--- src/rtl/iter_multiplier.sv ---
// iter_multiplier
//   Multi-cycle DATA_W x DATA_W -> 2*DATA_W shift-add multiplier serving the
//   execute stage's start/end multiply handshake. One iteration per clock,
//   fixed latency, no early-out. Signed operands are handled by multiplying
//   magnitudes and negating the result when the operand signs differ.
//
// Ports
//   clk_i          clock, rising edge
//   rst_n_i        synchronous active-low reset
//   mult_start_i   request level; operands stable while high
//   mult_signed_i  1 = two's-complement operands, 0 = unsigned
//   mult_opd1_i    multiplicand
//   mult_opd2_i    multiplier
//   mult_ack_i     EX consumed the result (only looked at in DONE)
//   product_o      registered product, valid while mult_end_o is high
//   mult_end_o     registered, high exactly while in DONE
module iter_multiplier #(
    parameter int DATA_W = 32
) (
    input  logic                  clk_i,
    input  logic                  rst_n_i,
    input  logic                  mult_start_i,
    input  logic                  mult_signed_i,
    input  logic [DATA_W-1:0]     mult_opd1_i,
    input  logic [DATA_W-1:0]     mult_opd2_i,
    input  logic                  mult_ack_i,
    output logic [2*DATA_W-1:0]   product_o,
    output logic                  mult_end_o
);

    localparam int PROD_W = 2 * DATA_W;
    localparam int CNT_W  = $clog2(DATA_W);
    localparam logic [CNT_W-1:0] LAST_IT = CNT_W'(DATA_W - 1);

    typedef enum logic [1:0] {
        IDLE = 2'd0,
        BUSY = 2'd1,
        DONE = 2'd2
    } state_t;

    state_t              state_q;
    logic [CNT_W-1:0]    cnt_q;
    logic [PROD_W-1:0]   mcand_q;
    logic [DATA_W-1:0]   mplr_q;
    logic [PROD_W-1:0]   acc_q;
    logic                neg_q;

    logic [DATA_W-1:0]   opd1_abs;
    logic [DATA_W-1:0]   opd2_abs;
    logic [PROD_W-1:0]   acc_next;
    logic [PROD_W-1:0]   prod_next;

    always_comb begin
        // |most-negative| wraps to itself, which is the correct unsigned magnitude.
        opd1_abs  = (mult_signed_i && mult_opd1_i[DATA_W-1]) ? -mult_opd1_i : mult_opd1_i;
        opd2_abs  = (mult_signed_i && mult_opd2_i[DATA_W-1]) ? -mult_opd2_i : mult_opd2_i;
        acc_next  = acc_q + (mplr_q[0] ? mcand_q : '0);
        // Magnitude product never exceeds 2^(2*DATA_W-2), so negation cannot overflow.
        prod_next = neg_q ? -acc_next : acc_next;
    end

    always_ff @(posedge clk_i) begin
        if (!rst_n_i) begin
            state_q    <= IDLE;
            cnt_q      <= '0;
            mcand_q    <= '0;
            mplr_q     <= '0;
            acc_q      <= '0;
            neg_q      <= 1'b0;
            product_o  <= '0;
            mult_end_o <= 1'b0;
        end else begin
            unique case (state_q)
                IDLE: begin
                    if (mult_start_i) begin
                        mcand_q <= {{DATA_W{1'b0}}, opd1_abs};
                        mplr_q  <= opd2_abs;
                        neg_q   <= mult_signed_i & (mult_opd1_i[DATA_W-1] ^ mult_opd2_i[DATA_W-1]);
                        acc_q   <= '0;
                        cnt_q   <= '0;
                        state_q <= BUSY;
                    end
                end
                BUSY: begin
                    // Request withdrawn (pipeline flush): drop the operation silently.
                    if (!mult_start_i) begin
                        state_q <= IDLE;
                    end else begin
                        acc_q   <= acc_next;
                        mcand_q <= mcand_q << 1;
                        mplr_q  <= mplr_q >> 1;
                        cnt_q   <= cnt_q + 1'b1;
                        if (cnt_q == LAST_IT) begin
                            product_o  <= prod_next;
                            mult_end_o <= 1'b1;
                            state_q    <= DONE;
                        end
                    end
                end
                DONE: begin
                    // Always pass through IDLE so a held start re-samples fresh operands.
                    if (mult_ack_i || !mult_start_i) begin
                        mult_end_o <= 1'b0;
                        state_q    <= IDLE;
                    end
                end
                default: begin
                    mult_end_o <= 1'b0;
                    state_q    <= IDLE;
                end
            endcase
        end
    end

endmodule

--- config.mk ---
export PLATFORM = sky130hd
export DESIGN_NAME = iter_multiplier
export DESIGN_NICKNAME = d
export VERILOG_FILES = /design/src/rtl/iter_multiplier.sv
export SDC_FILE = /design/constraint.sdc
export NUM_CORES = 1
export LEC_CHECK = 0
export CORE_UTILIZATION = 44
export CTS_CLUSTER_SIZE = 10
export DETAILED_ROUTE_END_ITERATION = 8
export PLACE_DENSITY = 0.73
export SLEW_MARGIN = 10
export SYNTH_ARGS = -nofsm -noshare
export SYNTH_HDL_FRONTEND = slang
export SYNTH_SLANG_ARGS = --single-unit
--- constraint.sdc ---
create_clock -name clk_i -period 5.07 [get_ports clk_i]
set_input_delay 0.7605 -clock clk_i [delete_from_list [all_inputs] [get_ports clk_i]]
set_output_delay 0.7605 -clock clk_i [all_outputs]
set_load 0.02 [all_outputs]
==> flow_summary.json <==
{
  "outcome": "finished, final reports clean",
  "critPathTopFamily": "simple AND/OR/NAND/NOR gates",
  "cts.path.max_buffers": 3,
  "start_util_pct": 45.06,
  "num_vias": 17140,
  "layout.cells.non_filler": 2877,
  "final.min_clock_period_ns": 4.847,
  "cpPeakStageDelay_ns": 0.59,
  "relSlewSlack_pct": 38.26,
  "worst_slew_pin_slew_ns": 0.9262,
  "io_pins": 134,
  "hold_path_class": "reg -> reg",
  "globalRouteMet2Util_pct": 41.58,
  "hold_viol_final": 0,
  "synth_edf_count": 0,
  "place_area_um2": 18770,
  "fin_util_pct": 53.35,
  "pre_cts_ws_ns": 0.02686,
  "stdcell_area_um2": 19670,
  "worstSetupEndpointType": "register",
  "drc": 0,
  "crit_type": "reg -> reg",
  "p_leak_nw": 7.425,
  "drv_slew": 0,
  "clock_latency_ns": 0.55,
  "worstPathMaxFanout": 64,
  "core_area_um2": 36870,
  "grt_use_total_pct": 27.10,
  "syn_to_final_growth_pct": 18.40,
  "placed_cells": 2836,
  "die_w_um": 196.3,
  "synth.distinct_cells": 91,
  "cts.htree.levels": 1,
  "cp_data_required_time_ns": 5.47,
  "grt_max_degree": 96,
  "setup_tns_ns": 0,
  "gr-usage-met3_pct": 3.885,
  "fmax_ghz": 0.2063,
  "avgRoutedWirePerCell_um": 18.69,
  "layout_setup_ws_ns": 0.2234,
  "clkTransAtPathRegs_ns": 0.06,
  "worst-path-buf-inv": 2,
  "drive_gt1_share_pct": 7.796,
  "clock_skew_ns": 0.01728,
  "yosys_warnings": 0,
  "netlist_instances": 2256,
  "fin_nets": 2504,
  "crit_chain": "buf_12 -> and2_1 -> ha_1 -> inv_1 -> fa_1 -> nand2b_1 -> nand2b_1 -> a21oi_1 -> xnor2_1 -> or4_4 -> or4b_4 -> nor4_4 -> nand3_4 -> or4_4 -> o31ai_4 -> xor2_1 -> a21oi_1",
  "dpl.hpwl_um": 41090,
  "die_h_um": 196.3,
  "yosys_register_bits": 233,
  "startpoint_type": "register",
  "grt_busiest_layer": "met2",
  "numCtsBuffers": 28,
  "ys.flop_type": "dfxtp_1",
  "cts-root-buf": "clkbuf_16",
  "cpMaxStageDelayCell": "or4_4",
  "powerDensity_nw_per_um2": 216.9,
  "finalCritPeriodShare_pct": 95.59,
  "crit_arrival_ns": 5.25,
  "antenna_found_initial": 0,
  "n_antenna_cell": 0,
  "overflow": 0,
  "grt_pass1_wl_um": 84680,
  "peakVddDrop_mv": 0.1706,
  "drt_iter0_markers": 1486,
  "place_congestion": 0.9704,
  "grt_use_met1_pct": 40.12,
  "synth_nets": 2394,
  "die_area_um2": 38540,
  "ant_nets": 0,
  "routed_via_density": 5.959,
  "cap_violations": 0,
  "cts.sinks": 233,
  "drtPass1Iterations": 6,
  "io_buffers": 133,
  "rows": 70,
  "postSynth.asyncResetShare_pct": 0,
  "grt_pass1_vias": 15790,
  "ctsHoldBuffers": 0,
  "routed_wirelength_um": 53770,
  "synth.avg_cell_area_um2": 7.365,
  "synth_area_um2": 16610,
  "synth_seq_area_share_pct": 28.07,
  "setup_viol": 0,
  "total_power_mw": 4.268,
  "tritoncts": "done",
  "fin_hold_ws_ns": 0.4526
}
==> cells by family after synthesis <==
| family | Yosys count | share of synthesized area, % |
|---|---|---|
| AOI/OAI and AO/OA | 738 | 29.08 |
| xor gates and xnor gates | 152 | 8.013 |
| adders and majority gates | 69 | 5.241 |
| buffers and inverters | 230 | 5.256 |
| DFF | 233 | 28.07 |
| muxes | 7 | 0.4368 |
| and+or+nand+nor | 827 | 23.90 |
==> path summary, 6_finish.rpt <==
| check | from | slack (ns) | end | depth (start not counted) |
|---|---|---|---|---|
| worst max-delay path | mplr_q[0] | 0.22 | product_o[60] | 17 |
| worst min-delay path | mplr_q[27] | 0.45 | mplr_q[27] | 2 |
| worst max register to register | mplr_q[0] | 0.22 | product_o[60] | 17 |
| worst min register to register | mplr_q[27] | 0.45 | mplr_q[27] | 2 |
==> state kept, by name (all words and copies together) (netlist names) <==
| register | flops |
|---|---|
| state_q | 2 |
| mult_end_o | 1 |
| mplr_q | 32 |
| acc_q | 64 |
| product_o | 64 |
| cnt_q | 5 |
| neg_q | 1 |
| mcand_q | 64 |
==> power breakdown <==
group          leakage [nW]  internal, mW  switching (mW)  total (mW)
clock                 0.369          1.00           0.765        1.77
combinational          5.17         0.243           0.353       0.597
sequential             1.89          1.87          0.0332        1.90
==> synthesized netlist by cell type, types with 17 or more instances <==
| cell | number | area [µm²] |
|---|---|---|
| a31oi_1 | 17 | 106.4 |
| and2_1 | 77 | 481.7 |
| clkbuf_1 | 144 | 540.5 |
| inv_1 | 80 | 300.3 |
| or3_1 | 25 | 156.4 |
| nand3_1 | 55 | 275.3 |
| a22oi_1 | 58 | 435.4 |
| xnor2_1 | 74 | 648.1 |
| a21oi_1 | 244 | 1221 |
| nor4_1 | 21 | 131.4 |
| o211ai_1 | 17 | 127.6 |
| nand4_1 | 33 | 206.5 |
| dfxtp_1 | 233 | 4664 |
| a211oi_1 | 46 | 345.3 |
| o21ai_0 | 125 | 625.6 |
| a221oi_1 | 54 | 473.0 |
| nor3_1 | 51 | 255.2 |
| nor2_1 | 279 | 1047 |
| nand2_1 | 198 | 743.2 |
| o31ai_1 | 28 | 210.2 |
| xor2_1 | 78 | 683.2 |
| ha_1 | 68 | 850.8 |
| a21o_1 | 28 | 210.2 |
==> cell type report <==
class | instances | area (µm²)
fillers | 3489 | 17200
multi-input cells | 1793 | 11210
flip-flops and latches | 233 | 4669
repair buffers | 229 | 2090
clock buffers | 34 | 733.2
well taps | 504 | 630.6
inverters | 81 | 309.0
clock inverters | 3 | 32.53
==> what timing repair did <==
item,CTS,global route
setup endpoints to repair,2,17
resized for setup,1,20
hold endpoints to repair,0,0
setup buffers,0,4
pin swaps,0,4
==> tightest hold or removal path, cell delays in order, from the launching register on <==
cell	delay, ns
dfxtp_1	0.31
nand2_1	0.05
a21oi_1	0.05
==> per-layer routing <==
metal	routed length (µm)	up-vias	part of all wire, %
li1	-	8431	-
met1	26060	8001	48
met2	22640	659	42
met3	4220	52	7.8
met4	848	0	1.6
met5	0	-	0
==> layout by cell type, fill, tap and decap left out, types with 9 or more instances in the layout <==
cell type	instances
nand4_1	33
nor3_1	51
a22oi_1	58
o31ai_1	27
a211oi_1	46
o21a_1	9
nand2_1	197
nor4_1	17
a21oi_1	241
o21ai_1	13
ha_1	68
and3_1	11
inv_1	79
clkbuf_16	28
a21o_1	28
or4_1	10
or3_1	25
nor2_1	278
a221oi_1	53
a211o_1	10
nand2b_1	12
o21ai_0	125
o41ai_1	9
clkdlybuf4s50_1	133
o211ai_1	17
and2_1	77
xnor2_1	74
buf_4	93
nand3_1	55
xor2_1	78
dfxtp_1	231
a31oi_1	17
No activity file was read; power rests on OpenSTA's default activity.
